===== src/rtl/lt_spi_pkg.sv =====
// lt_spi_pkg: shared constants, FSM state type and frame builder for the SPI register master.
package lt_spi_pkg;
    localparam int FRAME_BITS = 16;
    localparam logic [6:0] REG_CONFIG  = 7'h00;
    localparam logic [6:0] REG_DATA_GS = 7'h0C;
    typedef enum logic [2:0] {
        ST_IDLE, ST_SETUP, ST_HIGH, ST_LOW, ST_GAP, ST_HOLD, ST_RECOVER
    } spi_state_t;
    // Address byte {wr, addr} then data byte; reads shift out zeros.
    function automatic logic [FRAME_BITS-1:0] frame_word(input logic w, input logic [6:0] a, input logic [7:0] d);
        return {w, a, w ? d : 8'h00};
    endfunction
endpackage


===== src/rtl/lt_spi_master_tick.sv =====
// lt_spi_master_tick: half-period counter; tick marks the last cycle of each DIV-cycle state.
// Ports: theClock, theReset (async, active high), en (count while busy), tick (out).
module lt_spi_master_tick #(
    parameter int DIV = 8
) (
    input  logic theClock,
    input  logic theReset,
    input  logic en,
    output logic tick
);
    logic [7:0] cnt;

    assign tick = en && cnt == 8'(DIV - 1);

    always_ff @(posedge theClock or posedge theReset) begin
        if (theReset)
            cnt <= 8'd0;
        else
            cnt <= (tick || !en) ? 8'd0 : cnt + 8'd1;
    end
endmodule


===== src/rtl/lt_spi_master.sv =====
// lt_spi_master: 16-bit register-access SPI master (mode 0, MSB first, GAP between address and data byte).
// Ports: theClock/theReset (async, active high); req/wr/addr/wdata request, ready/done/rdata/verify_err status;
//        MySPI_clk/MySPI_cs/MySPI_sdo/MySPI_sdi serial bus.
// Macro LT_SPI_MASTER_READBACK_EN: every write is followed by a readback frame and compared.
module lt_spi_master
    import lt_spi_pkg::*;
#(
    parameter int DIV = 8
) (
    input  logic       theClock,
    input  logic       theReset,
    input  logic       req,
    input  logic       wr,
    input  logic [6:0] addr,
    input  logic [7:0] wdata,
    output logic       ready,
    output logic       done,
    output logic [7:0] rdata,
    output logic       verify_err,
    output logic       MySPI_clk,
    output logic       MySPI_cs,
    output logic       MySPI_sdo,
    input  logic       MySPI_sdi
);
    spi_state_t  state;
    logic        tick, last, start, rb_next, rb_go;
    logic [3:0]  bit_cnt;
    logic [14:0] sh;
    logic [7:0]  rx;
    logic [15:0] rb_frame;

    lt_spi_master_tick #(.DIV(DIV)) u_tick (
        .theClock(theClock),
        .theReset(theReset),
        .en      (state != ST_IDLE),
        .tick    (tick)
    );

    // The final RECOVER cycle can already accept, so a held req restarts with
    // exactly DIV cycles of cs high and a 36*DIV request-to-request period.
    assign ready = state == ST_IDLE || (state == ST_RECOVER && tick && !rb_next);
    assign start = req && ready;
    assign rb_go = state == ST_RECOVER && tick && rb_next;

    always_ff @(posedge theClock or posedge theReset) begin
        if (theReset) begin
            state     <= ST_IDLE;
            MySPI_cs  <= 1'b1;
            MySPI_clk <= 1'b0;
            MySPI_sdo <= 1'b0;
            sh        <= '0;
            bit_cnt   <= '0;
            last      <= 1'b0;
            rx        <= '0;
            rdata     <= '0;
            done      <= 1'b0;
        end else begin
            done <= 1'b0;
            if (start || rb_go) begin
                state            <= ST_SETUP;
                MySPI_cs         <= 1'b0;
                MySPI_clk        <= 1'b0;
                {MySPI_sdo, sh}  <= start ? frame_word(wr, addr, wdata) : rb_frame;
                bit_cnt          <= '0;
                last             <= 1'b0;
            end else if (tick) begin
                case (state)
                    ST_SETUP, ST_GAP, ST_LOW: begin
                        if (state == ST_LOW && last)
                            state <= ST_HOLD;
                        else if (state == ST_LOW && bit_cnt == 4'd8)
                            state <= ST_GAP;
                        else begin
                            state     <= ST_HIGH;
                            MySPI_clk <= 1'b1;
                            // bit_cnt 8..15 on a rising edge means a data-byte bit
                            if (bit_cnt[3])
                                rx <= {rx[6:0], MySPI_sdi};
                        end
                    end
                    ST_HIGH: begin
                        state     <= ST_LOW;
                        MySPI_clk <= 1'b0;
                        // the 4-bit counter cannot hold 16, so the 16th fall is flagged instead
                        if (bit_cnt == 4'd15)
                            last <= 1'b1;
                        else begin
                            bit_cnt         <= bit_cnt + 4'd1;
                            {MySPI_sdo, sh} <= {sh, 1'b0};
                        end
                    end
                    ST_HOLD: begin
                        state    <= ST_RECOVER;
                        MySPI_cs <= 1'b1;
                        done     <= !rb_next;
                        if (!rb_next)
                            rdata <= rx;
                    end
                    default: state <= ST_IDLE;
                endcase
            end
        end
    end

`ifdef LT_SPI_MASTER_READBACK_EN
    logic       wr_q, chk, verr;
    logic [6:0] addr_q;
    logic [7:0] wdata_q;

    assign rb_next    = wr_q;
    assign rb_frame   = frame_word(1'b0, addr_q, 8'h00);
    assign verify_err = verr;

    // wr_q marks a write frame still owing its readback; chk survives into the readback frame.
    always_ff @(posedge theClock or posedge theReset) begin
        if (theReset) begin
            wr_q    <= 1'b0;
            chk     <= 1'b0;
            verr    <= 1'b0;
            addr_q  <= '0;
            wdata_q <= '0;
        end else begin
            if (start) begin
                wr_q    <= wr;
                chk     <= wr;
                addr_q  <= addr;
                wdata_q <= wdata;
            end else if (rb_go)
                wr_q <= 1'b0;
            if (state == ST_HOLD && tick && !wr_q)
                verr <= chk && rx != wdata_q;
        end
    end
`else
    assign rb_next    = 1'b0;
    assign rb_frame   = '0;
    assign verify_err = 1'b0;
`endif
endmodule


===== config.mk =====
export PLATFORM = sky130hd
export DESIGN_NAME = lt_spi_master
export DESIGN_NICKNAME = d
export VERILOG_FILES = /design/src/rtl/lt_spi_pkg.sv /design/src/rtl/lt_spi_master_tick.sv /design/src/rtl/lt_spi_master.sv
export SDC_FILE = /design/constraint.sdc
export NUM_CORES = 1
export LEC_CHECK = 0
export ABC_AREA = 1
export ABC_CLOCK_PERIOD_IN_PS = 5150
export CORE_MARGIN = 5
export CORE_UTILIZATION = 47
export DETAILED_ROUTE_END_ITERATION = 8
export PLACE_DENSITY = 0.74
export SYNTH_ARGS = -nofsm -noshare
export SYNTH_HDL_FRONTEND = slang
export SYNTH_HIERARCHICAL = 1
export SYNTH_SLANG_ARGS = --single-unit

===== constraint.sdc =====
create_clock -name theClock -period 5.15 [get_ports theClock]
set_clock_uncertainty 0.05 [all_clocks]
set_input_delay 1.03 -clock theClock [delete_from_list [all_inputs] [get_ports theClock]]
set_output_delay 1.03 -clock theClock [all_outputs]
set_load 0.02 [all_outputs]

==> results.md <==
- Setup ws final: 1.48 ns
- Layout fillers: 512
- Routed vias: 2016
- Routability congestion estimate: 0.808
- ANT cells: 0
- Arrival @ worst endpoint: 2.59 ns
- Max_cap viols: 0
- Core area: 5470 µm²
- Worst slew pin tran: 0.581 ns
- Grt total ovfl: 0
- Largest net degree at the start of global routing: 44
- Cells resized by post-CTS repair: 0
- Initial antenna violation count: 0
- 1st-iter DRT viols: 96
- Routed wirelength normalized by instance count: 11.6 µm
- #FFs+latches synth: 51
- Hold Buf Count CTS: 0
- Peak VDD IR: 0.297 mV
- Clock latency on the worst-skew pair: 0.31 ns
- PwrDens: 461 nW/µm²
- Die Area: 7220 µm²
- Fmax: 272 MHz
- Number of remaining DRC errors: 0
- Initial Utilization: 0.483
- Via/cell ratio: 4.85
- Pre-CTS WS: 1.81 ns
- Mapped Cells: 314
- FF-to-FF Start: state[0]
- Area Overhead vs Synth: 17.3%
- Reg clk slew, reported paths: 0.09 ns
- Register area share after synthesis: 0.484
- CP Capture Type: output pin
- RSZ-0062 raised after global routing: no
- I/O pins: 34
- Period utilisation layout: 0.713
- DP Area: 2960 µm²
- Tightest hold margin: 0.421 ns
- Syn. warnings: 6
- CP Max Fanout: 9
- Clk sink count: 51
- Commonest non-fill, non-tap cells in the layout: 98 x nand2_1, 50 x dfrtp_1, 35 x nand3_1, 32 x clkdlybuf4s50_1, 29 x inv_1
- Clk root buf: clkbuf_8
- Slew Limit Fails: 0
- Row cnt: 27
- DRT Wirelength: 4810 µm
- Tightest Hold Check Type: register to register
- FF-to-FF End: sh[4]
- Htree depth: 2
- Layout cell share with drive strength beyond 1: 0.151
- R2r setup slk: 2.38 ns
- Mapped Avg Cell Area: 8.41 µm²
- Hold Vio Cnt, Final: 0
- Final min period: 3.67 ns
- DP HPWL: 3280 µm
- Setup TNS: 0 ns
- Hold Path Depth: 2
- Setup bufs post-CTS: 0
- Setup violators final: 0
- First-pass GRT wire length: 8910 µm
- Post-Syn Nets: 337
- CTS tree: built
- Worst Setup Start Kind: register
- Worst hold start: MySPI_cs
- ANT nets after route: 0
- Die Width: 85.0 µm
- Chip Height: 85.0 µm
- DR pass1 iterations: 4
- CTS Buf Count: 5
- CP required: 4.07 ns
- Post-layout nets: 366
- Leak: 1.51 nW
- R2R depth: 12
- Number of global-route vias before repair: 2045
- Design area: 3100 µm²
- Headroom to the max-slew limit: 0.610
- Clock buffer depth: 2
- Total track usage: 0.150
- Commonest non-fill, non-tap cell in the layout: nand2_1
- Hold Path End: MySPI_cs
- Crit Path Category: register to output pin
- Synth Cell Area: 2640 µm²
- Outcome: finished clean
- Synth cell types: 32
- IO Port Bufs: 32
==> Yosys cell counts <==
| master | number | area share |
|---|---|---|
| nor2_1 | 15 | 0.021 |
| buf_2 | 2 | 0.0038 |
| ha_1 | 3 | 0.014 |
| nor3_1 | 2 | 0.0038 |
| nand2_2 | 12 | 0.028 |
| conb_1 | 1 | 0.0014 |
| o21ai_0 | 5 | 0.0095 |
| nand4_1 | 1 | 0.0024 |
| nand2_4 | 2 | 0.0085 |
| inv_1 | 29 | 0.041 |
| dfrtp_1 | 50 | 0.47 |
| buf_6 | 4 | 0.017 |
| o21bai_1 | 3 | 0.0085 |
| nand3b_4 | 1 | 0.0076 |
| nor2_2 | 5 | 0.012 |
| inv_2 | 5 | 0.0071 |
| or2_2 | 1 | 0.0024 |
| o21ai_4 | 1 | 0.0062 |
| buf_4 | 3 | 0.0085 |
| o21ai_2 | 12 | 0.040 |
| nand2_1 | 98 | 0.14 |
| nand3b_1 | 8 | 0.023 |
| xor2_1 | 2 | 0.0066 |
| nand2_8 | 1 | 0.0076 |
| o21ai_1 | 6 | 0.011 |
| a21oi_1 | 2 | 0.0038 |
| buf_12 | 1 | 0.0076 |
| nor2_4 | 1 | 0.0043 |
| clkinv_2 | 1 | 0.0019 |
| buf_1 | 1 | 0.0014 |
| dfstp_2 | 1 | 0.0099 |
| nand3_1 | 35 | 0.066 |
==> worst max-delay path, cell delays in order (launching register included) <==
cell,delay [ns]
dfrtp_1,0.47
nor2_2,0.08
nand2_2,0.14
inv_1,0.07
nor3_1,0.51
nand2_1,0.11
inv_1,0.08
nand2_2,0.07
nand2_4,0.14
clkdlybuf4s50_1,0.63
==> routing by layer <==
| metal | part of all wire | up-vias | wire length (µm) | track usage |
|---|---|---|---|---|
| met5 | 0 | - | 0 | 0 |
| met1 | 0.47 | 932 | 2250 | 0.186 |
| met3 | 0.059 | 5 | 284 | 0.0447 |
| li1 | - | 1043 | - | - |
| met4 | 0.013 | 0 | 63 | 0.0518 |
| met2 | 0.46 | 36 | 2210 | 0.249 |
==> stage by stage <==
step	total power [W]	cells	utilization
floorplan	0.000991	314	-
finish	0.00143	416	0.566
global placement	0.00110	408	0.540
detailed placement	0.00111	408	0.540
global route	0.00154	416	0.566
CTS	0.00145	416	0.566
==> worst max path at each step <==
stage / from / endpoint / slack (ns)
5_1_grt: state[0] / ready / 1.22
3_3_place_gp: state[0] / ready / 1.88
4_1_cts: state[0] / ready / 1.46
2_1_floorplan: u_tick/cnt[0] / ready / 2.61
6_report: state[0] / ready / 1.48
3_5_place_dp: state[0] / ready / 1.81
==> layout make-up <==
| cell class | instances | area [µm²] | area share |
|---|---|---|---|
| timing repair buffer | 33 | 328 | 0.106 |
| clock inverter | 3 | 71.3 | 0.0230 |
| clock buffer | 5 | 68.8 | 0.0222 |
| inverter | 35 | 133 | 0.0428 |
| tap | 72 | 90.1 | 0.0291 |
| sequential | 51 | 1280 | 0.412 |
| multi-input combinational | 217 | 1130 | 0.365 |
==> cells by family after synthesis <==
logic type / count (synthesis) / share of synthesized area
compound gates: 29 / 0.0791
xor+xnor: 2 / 0.00663
fa+ha+maj: 3 / 0.0142
buf+inv: 46 / 0.0886
flops: 51 / 0.484
other cells: 1 / 0.00142
simple gates: 182 / 0.326
==> power breakdown <==
group          switching, W  leakage (nW)  internal, W
registers         0.0000842         0.671     0.000518
clock network      0.000137        0.0703     0.000197
logic              0.000299         0.772     0.000195
total              0.000520          1.51     0.000910
==> state kept, by name, summed over array words and instances, names as in the netlist <==
name and flops:
sh 15, rx 8, last 1, bit_cnt 4, MySPI_sdo 1, done 1, u_tick/cnt 8, MySPI_clk 1
MySPI_cs 1, rdata 8, state 3
Power figures use the tool's default switching activity.
